`src/rtl/conv_layer_sched.sv`:
```
// Sequencer that streams a source tensor into one conv instance in raster order
// and writes every conv output to its tensor address in a destination buffer.
module conv_layer_sched #(
    parameter int IN_CH   = 8,
    parameter int IN_DIM  = 12,
    parameter int OUT_CH  = 16,
    parameter int OUT_DIM = 4,
    parameter int IDX_W   = 4,
    parameter int POS_W   = 4,
    parameter int ADDR_W  = 11
) (
    input  logic              clk,
    input  logic              rst_n,
    input  logic              start,
    input  logic              dir,
    output logic              busy,
    output logic              done,
    output logic              src_rd,
    output logic [ADDR_W-1:0] src_addr,
    input  logic [31:0]       src_data,
    output logic              conv_forward,
    output logic [31:0]       conv_in,
    output logic [IDX_W-1:0]  conv_in_idx,
    output logic [POS_W-1:0]  conv_in_x,
    output logic [POS_W-1:0]  conv_in_y,
    output logic              conv_in_valid,
    input  logic              conv_in_rdy,
    output logic              conv_out_rdy,
    input  logic              conv_out_valid,
    input  logic [31:0]       conv_out,
    input  logic [IDX_W-1:0]  conv_out_idx,
    input  logic [POS_W-1:0]  conv_out_x,
    input  logic [POS_W-1:0]  conv_out_y,
    input  logic              dst_ready,
    output logic              dst_we,
    output logic [ADDR_W-1:0] dst_addr,
    output logic [31:0]       dst_data
);

    localparam logic [IDX_W-1:0]  IN_CH_LAST   = IDX_W'(IN_CH - 1);
    localparam logic [IDX_W-1:0]  OUT_CH_LAST  = IDX_W'(OUT_CH - 1);
    localparam logic [POS_W-1:0]  IN_DIM_LAST  = POS_W'(IN_DIM - 1);
    localparam logic [POS_W-1:0]  OUT_DIM_LAST = POS_W'(OUT_DIM - 1);
    localparam logic [ADDR_W-1:0] IN_DIM_A     = ADDR_W'(IN_DIM);
    localparam logic [ADDR_W-1:0] OUT_DIM_A    = ADDR_W'(OUT_DIM);
    localparam logic [ADDR_W-1:0] IN_AREA      = ADDR_W'(IN_DIM * IN_DIM);
    localparam logic [ADDR_W-1:0] OUT_AREA     = ADDR_W'(OUT_DIM * OUT_DIM);
    localparam logic [ADDR_W:0]   IN_TOTAL     = (ADDR_W+1)'(IN_CH * IN_DIM * IN_DIM);
    localparam logic [ADDR_W:0]   OUT_TOTAL    = (ADDR_W+1)'(OUT_CH * OUT_DIM * OUT_DIM);

    typedef enum logic [2:0] {
        IDLE,
        FETCH,
        FEED,
        DRAIN,
        DONE
    } state_t;

    state_t state, state_next;

    logic              dir_q;
    logic [IDX_W-1:0]  idx;
    logic [POS_W-1:0]  pos_x;
    logic [POS_W-1:0]  pos_y;
    logic              feed_first;
    logic [31:0]       data_hold;
    logic [ADDR_W:0]   out_cnt;
    logic [ADDR_W:0]   cnt_next;

    logic [IDX_W-1:0]  ch_last;
    logic [POS_W-1:0]  dim_last;
    logic [ADDR_W-1:0] in_dim_w;
    logic [ADDR_W-1:0] in_area;
    logic [ADDR_W-1:0] out_dim_w;
    logic [ADDR_W-1:0] out_area;
    logic [ADDR_W:0]   out_total;

    logic              start_ok;
    logic              in_hs;
    logic              out_hs;
    logic              last_elem;
    logic [ADDR_W-1:0] rd_addr;
    logic [ADDR_W-1:0] wr_addr;

    // Backward swaps the roles of the input and output tensor geometries.
    always_comb begin
        if (dir_q) begin
            ch_last   = OUT_CH_LAST;
            dim_last  = OUT_DIM_LAST;
            in_dim_w  = OUT_DIM_A;
            in_area   = OUT_AREA;
            out_dim_w = IN_DIM_A;
            out_area  = IN_AREA;
            out_total = IN_TOTAL;
        end else begin
            ch_last   = IN_CH_LAST;
            dim_last  = IN_DIM_LAST;
            in_dim_w  = IN_DIM_A;
            in_area   = IN_AREA;
            out_dim_w = OUT_DIM_A;
            out_area  = OUT_AREA;
            out_total = OUT_TOTAL;
        end
    end

    assign start_ok  = (state == IDLE) && start;
    assign in_hs     = (state == FEED) && conv_in_rdy;
    assign out_hs    = conv_out_valid && conv_out_rdy;
    assign last_elem = (idx == ch_last) && (pos_y == dim_last) && (pos_x == dim_last);
    assign cnt_next  = out_cnt + (ADDR_W+1)'(out_hs);
    assign rd_addr   = ADDR_W'(idx) * in_area + ADDR_W'(pos_y) * in_dim_w + ADDR_W'(pos_x);
    assign wr_addr   = ADDR_W'(conv_out_idx) * out_area + ADDR_W'(conv_out_y) * out_dim_w
                     + ADDR_W'(conv_out_x);

    always_ff @(posedge clk or negedge rst_n) begin
        if (!rst_n) begin
            state <= IDLE;
        end else begin
            state <= state_next;
        end
    end

    always_comb begin
        state_next = state;
        unique case (state)
            IDLE:  if (start) state_next = FETCH;
            FETCH: state_next = FEED;
            FEED:  if (conv_in_rdy) state_next = last_elem ? DRAIN : FETCH;
            DRAIN: if (cnt_next >= out_total) state_next = DONE;
            DONE:  state_next = IDLE;
            default: state_next = IDLE;
        endcase
    end

    always_comb begin
        busy          = (state != IDLE);
        done          = (state == DONE);
        src_rd        = (state == FETCH);
        src_addr      = (state == FETCH) ? rd_addr : '0;
        conv_in_valid = (state == FEED);
        conv_in       = '0;
        conv_in_idx   = '0;
        conv_in_x     = '0;
        conv_in_y     = '0;
        if (state == FEED) begin
            conv_in     = feed_first ? src_data : data_hold;
            conv_in_idx = idx;
            conv_in_x   = pos_x;
            conv_in_y   = pos_y;
        end
        conv_forward  = ~dir_q;
        conv_out_rdy  = dst_ready && (state != IDLE);
        dst_we        = out_hs;
        dst_addr      = out_hs ? wr_addr : '0;
        dst_data      = out_hs ? conv_out : '0;
    end

    // Source data arrives in the first FEED cycle; it is passed straight through
    // then and held from the register for any further stalled cycles.
    always_ff @(posedge clk or negedge rst_n) begin
        if (!rst_n) begin
            dir_q      <= 1'b0;
            idx        <= '0;
            pos_x      <= '0;
            pos_y      <= '0;
            feed_first <= 1'b0;
            data_hold  <= '0;
            out_cnt    <= '0;
        end else begin
            feed_first <= (state == FETCH);
            if (feed_first) begin
                data_hold <= src_data;
            end
            if (start_ok) begin
                dir_q   <= dir;
                idx     <= '0;
                pos_x   <= '0;
                pos_y   <= '0;
                out_cnt <= '0;
            end else begin
                if (in_hs && !last_elem) begin
                    if (pos_x == dim_last) begin
                        pos_x <= '0;
                        if (pos_y == dim_last) begin
                            pos_y <= '0;
                            idx   <= idx + 1'b1;
                        end else begin
                            pos_y <= pos_y + 1'b1;
                        end
                    end else begin
                        pos_x <= pos_x + 1'b1;
                    end
                end
                if (out_hs) begin
                    out_cnt <= cnt_next;
                end
            end
        end
    end

endmodule

```
`config.mk`:
```
export PLATFORM = sky130hd
export DESIGN_NAME = conv_layer_sched
export DESIGN_NICKNAME = d
export VERILOG_FILES = /design/src/rtl/conv_layer_sched.sv
export SDC_FILE = /design/constraint.sdc
export NUM_CORES = 1
export LEC_CHECK = 0
export ABC_AREA = 1
export BUFFER_PORTS_ARGS = -buffer_cell sky130_fd_sc_hd__clkbuf_2
export CAP_MARGIN = 15
export CELL_PAD_IN_SITES_DETAIL_PLACEMENT = 1
export CELL_PAD_IN_SITES_GLOBAL_PLACEMENT = 2
export CORE_UTILIZATION = 28
export DETAILED_ROUTE_END_ITERATION = 12
export HOLD_SLACK_MARGIN = 0.03
export PLACE_DENSITY_LB_ADDON = 0.12
export SYNTH_ARGS = -nofsm -noshare
export SYNTH_HDL_FRONTEND = slang
export SYNTH_SLANG_ARGS = --single-unit
```
`constraint.sdc`:
```
create_clock -name clk -period 8.1 [get_ports clk]
set_clock_uncertainty 0.2 [all_clocks]
set_input_delay 0.81 -clock clk [delete_from_list [all_inputs] [get_ports clk]]
set_output_delay 0.81 -clock clk [all_outputs]
set_load 0.01 [all_outputs]
```
==> run metrics <==
RSZ-0062 raised after global routing false; Via-to-Cell Ratio 4.358; Area growth syn-to-layout 30.77%; clock sinks 61; dominant cell type by area after synthesis dfrtp_1; Synth cell types 32; Starting Density 28.68%; via count 4742; Hold WS 0.2936 ns; register area share after synthesis 31.98%; CP arrival 4.02 ns; cell family with most CP delay adder cells; Placement Rows 47; initial antenna violation count 0; Max stage delay on crit path 0.70 ns; synthesized flop and latch total 61; nets 1004; # DRC 0; clk slew on worst S/H paths 0.05 ns; CP max FO 18; peak supply drop 0.1250 mV; startpoint types register; Pre-antenna DRT Iters 4; remaining global-route overflow 0; Area contributors post-synth dfrtp_1 32%, inv_1 13%, ha_1 13%; Buf+Inv Stages, Crit Path 2; fillcell total 2179; Ant. Diodes 0; worst skew pair latency 0.33 ns; final wirelength 13650 um; IO Pins 188; Tightest Pin Transition 1.024 ns; ys flop type dfrtp_1; initial DRC count 129; ys async rst share 100.0%; maximum clock path buffer count 2; slowest CP cell dfrtp_1; die area 17570 um^2; cts-stage hold buffer count 0; Mapped Nets 823; Cells after Synth 682; crit path cell chain inv_1 > ha_1 > fa_1 > fa_1 > ha_1 > ha_1 > a21oi_1 > nand2_1 > nand2_1 > nand2_1 > a21oi_1 > xor2_1 > nor2_1 > clkbuf_2; share of cells above drive strength 1 26.27%; Setup Fix Bufs, Post-CTS 0; Leak 3.758 nW; Die Wd 132.6 um; EDFF count, synth 0; Die Ht 132.6 um; Core Area 16640 um^2; Crit Path Category register to output pin; Synth Cell Area 4773 um^2; CTS tree yes; period utilisation layout 62.10%; final hold violation count 0; hpwl dp 10780 um; warnings from Yosys 0; top-count cell post-synth inv_1; post-CTS sizing 0; placed insts 1072; CP Capture Type output pin; post-route antenna net violation count 0; Inserted Clock Buffers 9; largest net degree at the start of global routing 65; slew margin rel. 31.48%; main combinational cell family by area after synthesis simple AND/OR/NAND/NOR gates; final core occ 37.51%; Setup TNS 0 ns; final std cells w/o fill 1088; Max Freq 198.8 MHz; synthesized area per cell 6.999 um^2; post-synthesis simple-gate area fraction 25.43%; pins over their slew limit 0; Yosys top cell area share 31.98%; first-pass GRT wire length 23390 um; worst hold path class register to register; complex-gate fraction of the synthesized area 8.650%; CP required 7.09 ns; adder-cell share of the synthesized area 16.46%; H-Tree Depth 3; P per Cell Area 294.3 nW/um^2; Port-buffer cells 187; vias in the first global route 4951; MaxCap Viol Count 0; mux share of post-synthesis cell area 0%; routed len/inst 12.55 um; Overall Global Routing Usage 16.27%; Final GP Congestion 0.7745; Root Buffer clkbuf_16; min Tclk post-route 5.030 ns; Final setup viols 0; status finished clean; Synth Area in XOR/XNOR 1.651%; top cells by instance count after synthesis 170 x inv_1, 123 x nor2_1, 110 x nand2_1, 61 x dfrtp_1, 50 x ha_1
==> placed cells by master (no fill, tap or decap), types with 2 or more instances in the layout <==
master     synthesis  layout
nor2_1           123     123
clkbuf_1          12       2
nand2_2            6       6
inv_1            170     170
o22ai_1            7       7
clkbuf_2           0     187
fa_1               8       8
buf_4              0       2
nand2_4            3       3
nand3_1           18      18
nor2_2             2       2
inv_2              4       4
clkbuf_16          0       9
nand4_1            5       5
nand2_1          110     110
nor3_1             3       3
o21ai_0           48      48
dfrtp_1           61      61
bufinv_16          0       3
xor2_1             9       9
nor2_4             5       5
o21ai_1            7       7
ha_1              50      50
a21oi_1           14      14
==> worst paths after layout <==
kind | start | to | slack (ns) | cells after the start
setup reg to reg | state[2] | state[2] | 4.08 | 20
hold / removal | data_hold[2] | data_hold[2] | 0.29 | 2
hold reg to reg | data_hold[2] | data_hold[2] | 0.29 | 2
setup / recovery | dir_q | src_addr[10] | 3.07 | 14
max in group asynchronous | rst_n | data_hold[20] | 6.69 | 2
min in group asynchronous | rst_n | data_hold[21] | 0.45 | 2
==> layer usage <==
metal  GRT usage [%]  routed length [um]  vias to the layer above
met2           28.22                6626                      119
li1                -                   -                     2402
met1           20.42                6192                     2210
met3           3.065                 665                       11
met5               0                   0                        -
met4           4.789                 164                        0
==> flip-flops by register name (all words and copies together), names as in the netlist <==
register	count
data_hold	32
out_cnt	12
idx	4
pos_x	4
pos_y	4
state	3
dir_q	1
feed_first	1
==> metrics by stage <==
stage               cell area (um^2)  worst slack [ns]  power [mW]
global placement                5901             3.454       1.391
global route                    6242             2.747       2.024
CTS                             6242             2.988       1.880
finish                          6242             3.070       1.837
floorplan                       4773             3.852       1.098
detailed placement              5901             3.360       1.422
==> final cells by class <==
class,count,area [um^2],share of cell area (%)
well taps,220,275.3,4.410
flip-flops and latches,61,1526,24.45
repair buffers,189,950.9,15.23
clock inverters,4,95.09,1.523
multi-input cells,427,2491,39.91
inverters,175,656.9,10.52
clock buffers,12,246.5,3.949
==> cells by family after synthesis <==
| kind of cell | Yosys count |
|---|---|
| simple gates | 281 |
| fa+ha+maj | 58 |
| flops | 61 |
| xor+xnor | 9 |
| buf+inv | 194 |
| compound gates | 79 |
==> worst register-to-register path, cell delays in order (launching register included) <==
cell and delay, ns:
dfrtp_1 0.42, nor2_1 0.08, inv_2 0.11, nor2_4 0.07
nor2_4 0.11, nand2_2 0.56, inv_2 0.46, ha_1 0.27
ha_1 0.18, nand2_1 0.11, nor2_2 0.17, nand2_1 0.12
nor2_1 0.14, xor2_1 0.22, ha_1 0.27, nand2_1 0.08
nor2_1 0.05, nor2_1 0.11, nand2_2 0.08, nand2_1 0.08
nor2_2 0.04
==> power by group <==
group	switching, mW	internal (mW)
registers	0.0647	0.416
logic	0.603	0.314
clock network	0.131	0.308
Power figures use the tool's default switching activity.
